<file path="config.mk">
export PLATFORM = sky130hd
export DESIGN_NAME = serial_subtractor_flat
export DESIGN_NICKNAME = d
export VERILOG_FILES = /design/src/rtl/serial_subtractor_pkg.sv /design/src/rtl/serial_subtractor_if.sv /design/src/rtl/serial_subtractor_fs.sv /design/src/rtl/serial_subtractor.sv /design/src/flat_wrapper.sv
export SDC_FILE = /design/constraint.sdc
export NUM_CORES = 1
export LEC_CHECK = 0
export CAP_MARGIN = 30
export CORE_MARGIN = 2
export CORE_UTILIZATION = 40
export DETAILED_ROUTE_END_ITERATION = 10
export GPL_ROUTABILITY_DRIVEN = 0
export GPL_TIMING_DRIVEN = 0
export PLACE_DENSITY_LB_ADDON = 0.12
export SKIP_CTS_REPAIR_TIMING = 1
export SLEW_MARGIN = 30
export SYNTH_ARGS = -nofsm -noshare
export SYNTH_HDL_FRONTEND = slang
export SYNTH_HIERARCHICAL = 1
export SYNTH_SLANG_ARGS = --single-unit
</file>
<file path="constraint.sdc">
create_clock -name clk -period 1.3 [get_ports clk]
set_clock_uncertainty 0.2 [all_clocks]
set_input_delay 0.13 -clock clk [delete_from_list [all_inputs] [get_ports clk]]
set_output_delay 0.13 -clock clk [all_outputs]
set_load 0.01 [all_outputs]
</file>
<file path="src/rtl/serial_subtractor_pkg.sv">
// Shared definitions for the bit-serial subtractor: state encoding and default width.
package serial_subtractor_pkg;

    localparam int SS_WIDTH = 8;

    localparam logic [1:0] ST_IDLE = 2'd0;
    localparam logic [1:0] ST_BUSY = 2'd1;
    localparam logic [1:0] ST_DONE = 2'd2;

    typedef enum logic [1:0] {
        IDLE = ST_IDLE,
        BUSY = ST_BUSY,
        DONE = ST_DONE
    } state_t;

endpackage

</file>
<file path="src/rtl/serial_subtractor_if.sv">
// Operand/result handshake bundle for serial_subtractor.
// The overflow signal only exists when SERIAL_SUB_OVERFLOW_EN is defined.
interface serial_subtractor_if
    import serial_subtractor_pkg::*;
#(
    parameter int WIDTH = SS_WIDTH
);
    logic             in_valid;
    logic             in_ready;
    logic [WIDTH-1:0] a;
    logic [WIDTH-1:0] b;
    logic             out_valid;
    logic             out_ready;
    logic [WIDTH-1:0] diff;
    logic             borrow_out;
`ifdef SERIAL_SUB_OVERFLOW_EN
    logic             overflow;

    modport master (output in_valid, a, b, out_ready,
                    input  in_ready, out_valid, diff, borrow_out, overflow);
    modport slave  (input  in_valid, a, b, out_ready,
                    output in_ready, out_valid, diff, borrow_out, overflow);
`else
    modport master (output in_valid, a, b, out_ready,
                    input  in_ready, out_valid, diff, borrow_out);
    modport slave  (input  in_valid, a, b, out_ready,
                    output in_ready, out_valid, diff, borrow_out);
`endif
endinterface

</file>
<file path="src/rtl/serial_subtractor_fs.sv">
// 1-bit full subtractor cell: d = a - b - bin, bout = borrow out.
module full_subtractor (
    input  logic a,
    input  logic b,
    input  logic bin,
    output logic d,
    output logic bout
);
    assign d    = a ^ b ^ bin;
    assign bout = (~a & b) | (~(a ^ b) & bin);
endmodule

</file>
<file path="src/rtl/serial_subtractor.sv">
// Bit-serial two's-complement subtractor, LSB first, one bit per clock.
// Optional: SERIAL_SUB_OVERFLOW_EN adds a signed overflow flag.
module serial_subtractor
    import serial_subtractor_pkg::*;
#(
    parameter int WIDTH = SS_WIDTH
) (
    input  logic               clk,
    input  logic               rst,
    serial_subtractor_if.slave bus
);
    localparam int CW = $clog2(WIDTH);

    state_t           state, state_nxt;
    logic [CW-1:0]    cnt;
    logic [WIDTH-1:0] a_sr, b_sr, res;
    logic             bor, d, bor_nxt;
    logic             take, last;

    // Operands are only taken in IDLE; in_ready is high there by construction.
    assign take = (state == IDLE) && bus.in_valid;
    assign last = (cnt == CW'(WIDTH - 1));

    full_subtractor u_fs (
        .a    (a_sr[0]),
        .b    (b_sr[0]),
        .bin  (bor),
        .d    (d),
        .bout (bor_nxt)
    );

    // State register
    always_ff @(posedge clk or posedge rst) begin
        if (rst) state <= IDLE;
        else     state <= state_nxt;
    end

    // Next-state and handshake outputs
    always_comb begin
        state_nxt     = state;
        bus.in_ready  = 1'b0;
        bus.out_valid = 1'b0;
        case (state)
            IDLE: begin
                bus.in_ready = 1'b1;
                if (bus.in_valid) state_nxt = BUSY;
            end
            BUSY: begin
                if (last) state_nxt = DONE;
            end
            DONE: begin
                bus.out_valid = 1'b1;
                if (bus.out_ready) state_nxt = IDLE;
            end
            default: state_nxt = IDLE;
        endcase
    end

    // Serial datapath: operand shift regs, result shifts in at MSB, borrow chain
    always_ff @(posedge clk or posedge rst) begin
        if (rst) begin
            a_sr <= '0;
            b_sr <= '0;
            res  <= '0;
            bor  <= 1'b0;
            cnt  <= '0;
        end else if (take) begin
            a_sr <= bus.a;
            b_sr <= bus.b;
            bor  <= 1'b0;
            cnt  <= '0;
        end else if (state == BUSY) begin
            a_sr <= a_sr >> 1;
            b_sr <= b_sr >> 1;
            res  <= {d, res[WIDTH-1:1]};
            bor  <= bor_nxt;
            cnt  <= cnt + 1'b1;
        end
    end

    assign bus.diff       = res;
    assign bus.borrow_out = bor;

`ifdef SERIAL_SUB_OVERFLOW_EN
    logic a_sign, b_sign;

    // Operand signs are captured at accept since the shift regs drain during BUSY
    always_ff @(posedge clk or posedge rst) begin
        if (rst) begin
            a_sign <= 1'b0;
            b_sign <= 1'b0;
        end else if (take) begin
            a_sign <= bus.a[WIDTH-1];
            b_sign <= bus.b[WIDTH-1];
        end
    end

    assign bus.overflow = (a_sign != b_sign) && (res[WIDTH-1] != a_sign);
`endif

endmodule

</file>
<file path="src/flat_wrapper.sv">
// flat-port wrapper written by rule: the top's interface ports become plain ports
module serial_subtractor_flat import serial_subtractor_pkg::*;
#(
    parameter int WIDTH = SS_WIDTH
)
  (clk, rst, bus_in_valid, bus_a, bus_b, bus_out_ready, bus_in_ready, bus_out_valid, bus_diff, bus_borrow_out);
  serial_subtractor_if #(.WIDTH(WIDTH)) bus_i ();
  input  logic clk;
  input  logic rst;
  input wire logic [$bits(bus_i.in_valid)-1:0] bus_in_valid;
  input wire logic [$bits(bus_i.a)-1:0] bus_a;
  input wire logic [$bits(bus_i.b)-1:0] bus_b;
  input wire logic [$bits(bus_i.out_ready)-1:0] bus_out_ready;
  output wire logic [$bits(bus_i.in_ready)-1:0] bus_in_ready;
  output wire logic [$bits(bus_i.out_valid)-1:0] bus_out_valid;
  output wire logic [$bits(bus_i.diff)-1:0] bus_diff;
  output wire logic [$bits(bus_i.borrow_out)-1:0] bus_borrow_out;
  assign bus_i.in_valid = bus_in_valid;
  assign bus_i.a = bus_a;
  assign bus_i.b = bus_b;
  assign bus_i.out_ready = bus_out_ready;
  assign bus_in_ready = bus_i.in_ready;
  assign bus_out_valid = bus_i.out_valid;
  assign bus_diff = bus_i.diff;
  assign bus_borrow_out = bus_i.borrow_out;
  serial_subtractor #(.WIDTH(WIDTH)) u_core (.clk(clk), .rst(rst), .bus(bus_i));
endmodule
</file>
==> summary.txt <==
Status = finished, violations left
Failing checks = negative hold slack, negative setup slack
Mux contribution to synthesized area = 0.0684
Most common cell after layout, fill and taps aside = dfrtp_1
GRT Total Usage = 0.178
Number of max-cap violations = 0
Post-DP Area = 2020 µm²
Startpoint types = flop
Largest family of logic cells by synthesized area = simple AND/OR/NAND/NOR gates
Nets = 205
Row cnt = 21
CTS Root Cell = clkbuf_4
Synthesized area = 1460 µm²
Die Y = 64.5 µm
Fin. Hold Viols = 23
Worst-Margin Slew = 0.634 ns
Share of cells above drive strength 1 = 0.432
Die ar. = 4160 µm²
Initial antenna violation count = 0
Simple-gate share of the synthesized area = 0.156
Largest net degree at the start of global routing = 31
Crit Path Class = reg2reg
Slowest cell on crit path = dfrtp_2
Crit Path Max Fanout = 6
Worst Hold Class = in2async
Worst-path clk slew = 0.10 ns
Bufs on Longest Clock Path = 2
Met1 usage = 0.213
Compound-Gate Fraction of Synth Area = 0.140
CTS sink count = 30
CP top delay family = flip-flops
Area Growth Syn to Fin = 62.0%
Most Crowded Layer GR = met2
Starting Density = 0.428
Synthesis Warnings = 6
Final Cycle Share = 1.22
Total CTS buffers = 5
Worst slew margin = 0.577
Routed WL per cell = 15.9 µm
CP Data Arrival Time = 1.62 ns
Final setup fails = 31
Synth Area in XOR/XNOR = 0
Pwr Density = 2250 nW/µm²
Core area = 3420 µm²
Avg Cell Area, Syn = 11.5 µm²
Post-DRT Antenna Nets = 0
CP peak stage delay = 0.47 ns
Max Freq = 632 MHz
Place WS = -0.713 ns
Final Slew Violations = 0
Vias in the first global route = 1122
HPWL Detailed = 2.16 mm
Vias per std cell = 5.33
Grt met3 use = 0.0642
FILL cells = 281
Net Count, Synth = 150
Critical-path cell list = buf_4 > nor2b_4 > buf_6 > buf_8 > mux2_4
Seq/Total Area, Yosys = 0.513
Worst EP required = 1.34 ns
First-pass GRT wire length = 5.39 mm
H-tree levels = 2
DRT iter0 DRCs = 44
Final non-filler cell area = 2370 µm²
Pleak = 0.00115 µW
Synth Register Bits = 30
# IOs = 31
GR Overflow Total = 0
Via count = 1221
Post-Synth Adder-Cell Area = 0.0308
DR DRC count = 0
Fraction of met2 tracks used by global routing = 0.288
Final setup TNS = -6.69 ns
RSZ-0062 raised after global routing = yes
Mapped Cells = 127
WP buf/inv = 3
Most frequent cells in the layout = dfrtp_1, clkdlybuf4s50_1, buf_4
Critical Path Sink Type = flop
Input/output buffers = 30
DRT Pass-1 Iters = 4
Peak VDD IR = 0.981 mV
Die width = 64.5 µm
Final WL = 3.64 mm
Hold WS = -0.0225 ns
Cell variety after synth = 26
Final WS setup = -0.283 ns
Final min period = 1.58 ns
Worst skew pair latency = 0.34 ns
TritonCTS clock tree = built
Antenna Diode Count = 0
## synthesized netlist by cell type
cell type   n  area, µm²
o21bai_1    1       7.51
inv_1      17       63.8
a211o_1     2       17.5
nor2_1     11       41.3
a21oi_1     1       5.00
clkbuf_1    2       7.51
o21ba_2     1       10.0
buf_6       2       22.5
dfrtp_1    30        751
mux2_1      1       11.3
buf_4       2       15.0
fa_1        1       20.0
or4b_1      2       20.0
mux2_2      7       78.8
o221a_2     2       22.5
mux2i_1     1       10.0
a22o_1      4       35.0
a221oi_1   10       87.6
buf_2       5       25.0
ha_1        2       25.0
nor4b_1    10       87.6
nor4bb_1    2       20.0
nand2b_1    3       18.8
nor2b_1     4       25.0
nor3b_1     2       15.0
a222oi_1    2       20.0
## final cells by class
cell class / instances / area, µm² / area share
Clock inverter: 2 / 10.0 / 0.00422
Sequential cell: 30 / 753 / 0.318
Inverter: 17 / 63.8 / 0.0269
Clock buffer: 6 / 41.3 / 0.0174
Tap cell: 46 / 57.6 / 0.0243
Buffer: 10 / 119 / 0.0502
Multi-Input combinational cell: 69 / 822 / 0.347
Timing Repair Buffer: 49 / 503 / 0.212
## logic make-up (layout without fill, tap and decap cells)
kind of cell,count (synthesis),after routing
DFF,30,30
and+or+nand+nor,34,34
adders and majority gates,3,3
buffers and inverters,28,84
AOI/OAI and AO/OA,23,23
muxes,9,9
## flip-flops by register name (all words and copies together) (netlist names)
register and flops:
u_core/a_sr 8, u_core/b_sr 8, u_core/bus.borrow_out 1, u_core/bus.diff 8
u_core/cnt 3, u_core/state 2
## per-stage QoR
stage | power (µW) | util | cells | hold slack (ns)
after floorplan | 3380 | - | 127 | 0.0207
after global placement | 4020 | 0.591 | 203 | 0.278
after detailed placement | 4080 | 0.591 | 203 | 0.292
after CTS | 4630 | 0.606 | 211 | -0.00685
after global routing | 5730 | 0.694 | 229 | -0.0108
final | 5340 | 0.694 | 229 | -0.0225
## path summary, 6_finish.rpt
path | cells after the start | to | slack (ns) | startpoint
min in group clk | 3 | u_core/state[1]$_DFFE_PP0P_ | 0.20 | bus_out_ready
min | 2 | u_core/bus.diff[0]$_DFFE_PP0P_ | -0.02 | rst
max | 5 | u_core/bus.diff[1]$_DFFE_PP0P_ | -0.28 | u_core/state[1]$_DFFE_PP0P_
max in group asynchronous | 2 | u_core/state[0]$_DFFE_PP0P_ | 0.47 | rst
min reg2reg | 1 | u_core/cnt[0]$_DFFE_PP0P_ | 0.29 | u_core/cnt[0]$_DFFE_PP0P_
max reg2reg | 5 | u_core/bus.diff[1]$_DFFE_PP0P_ | -0.28 | u_core/state[1]$_DFFE_PP0P_
## power breakdown
| part | switching, µW | internal (µW) |
|---|---|---|
| sequential | 263 | 1390 |
| clock | 328 | 205 |
| combinational | 1300 | 1860 |
| total | 1890 | 3450 |
## metal layers
metal / vias up / part of all wire
met5: - / 0
met4: 0 / 0.020
met3: 9 / 0.062
met2: 41 / 0.48
met1: 603 / 0.43
li1: 568 / -
No activity file was read; power rests on OpenSTA's default activity.
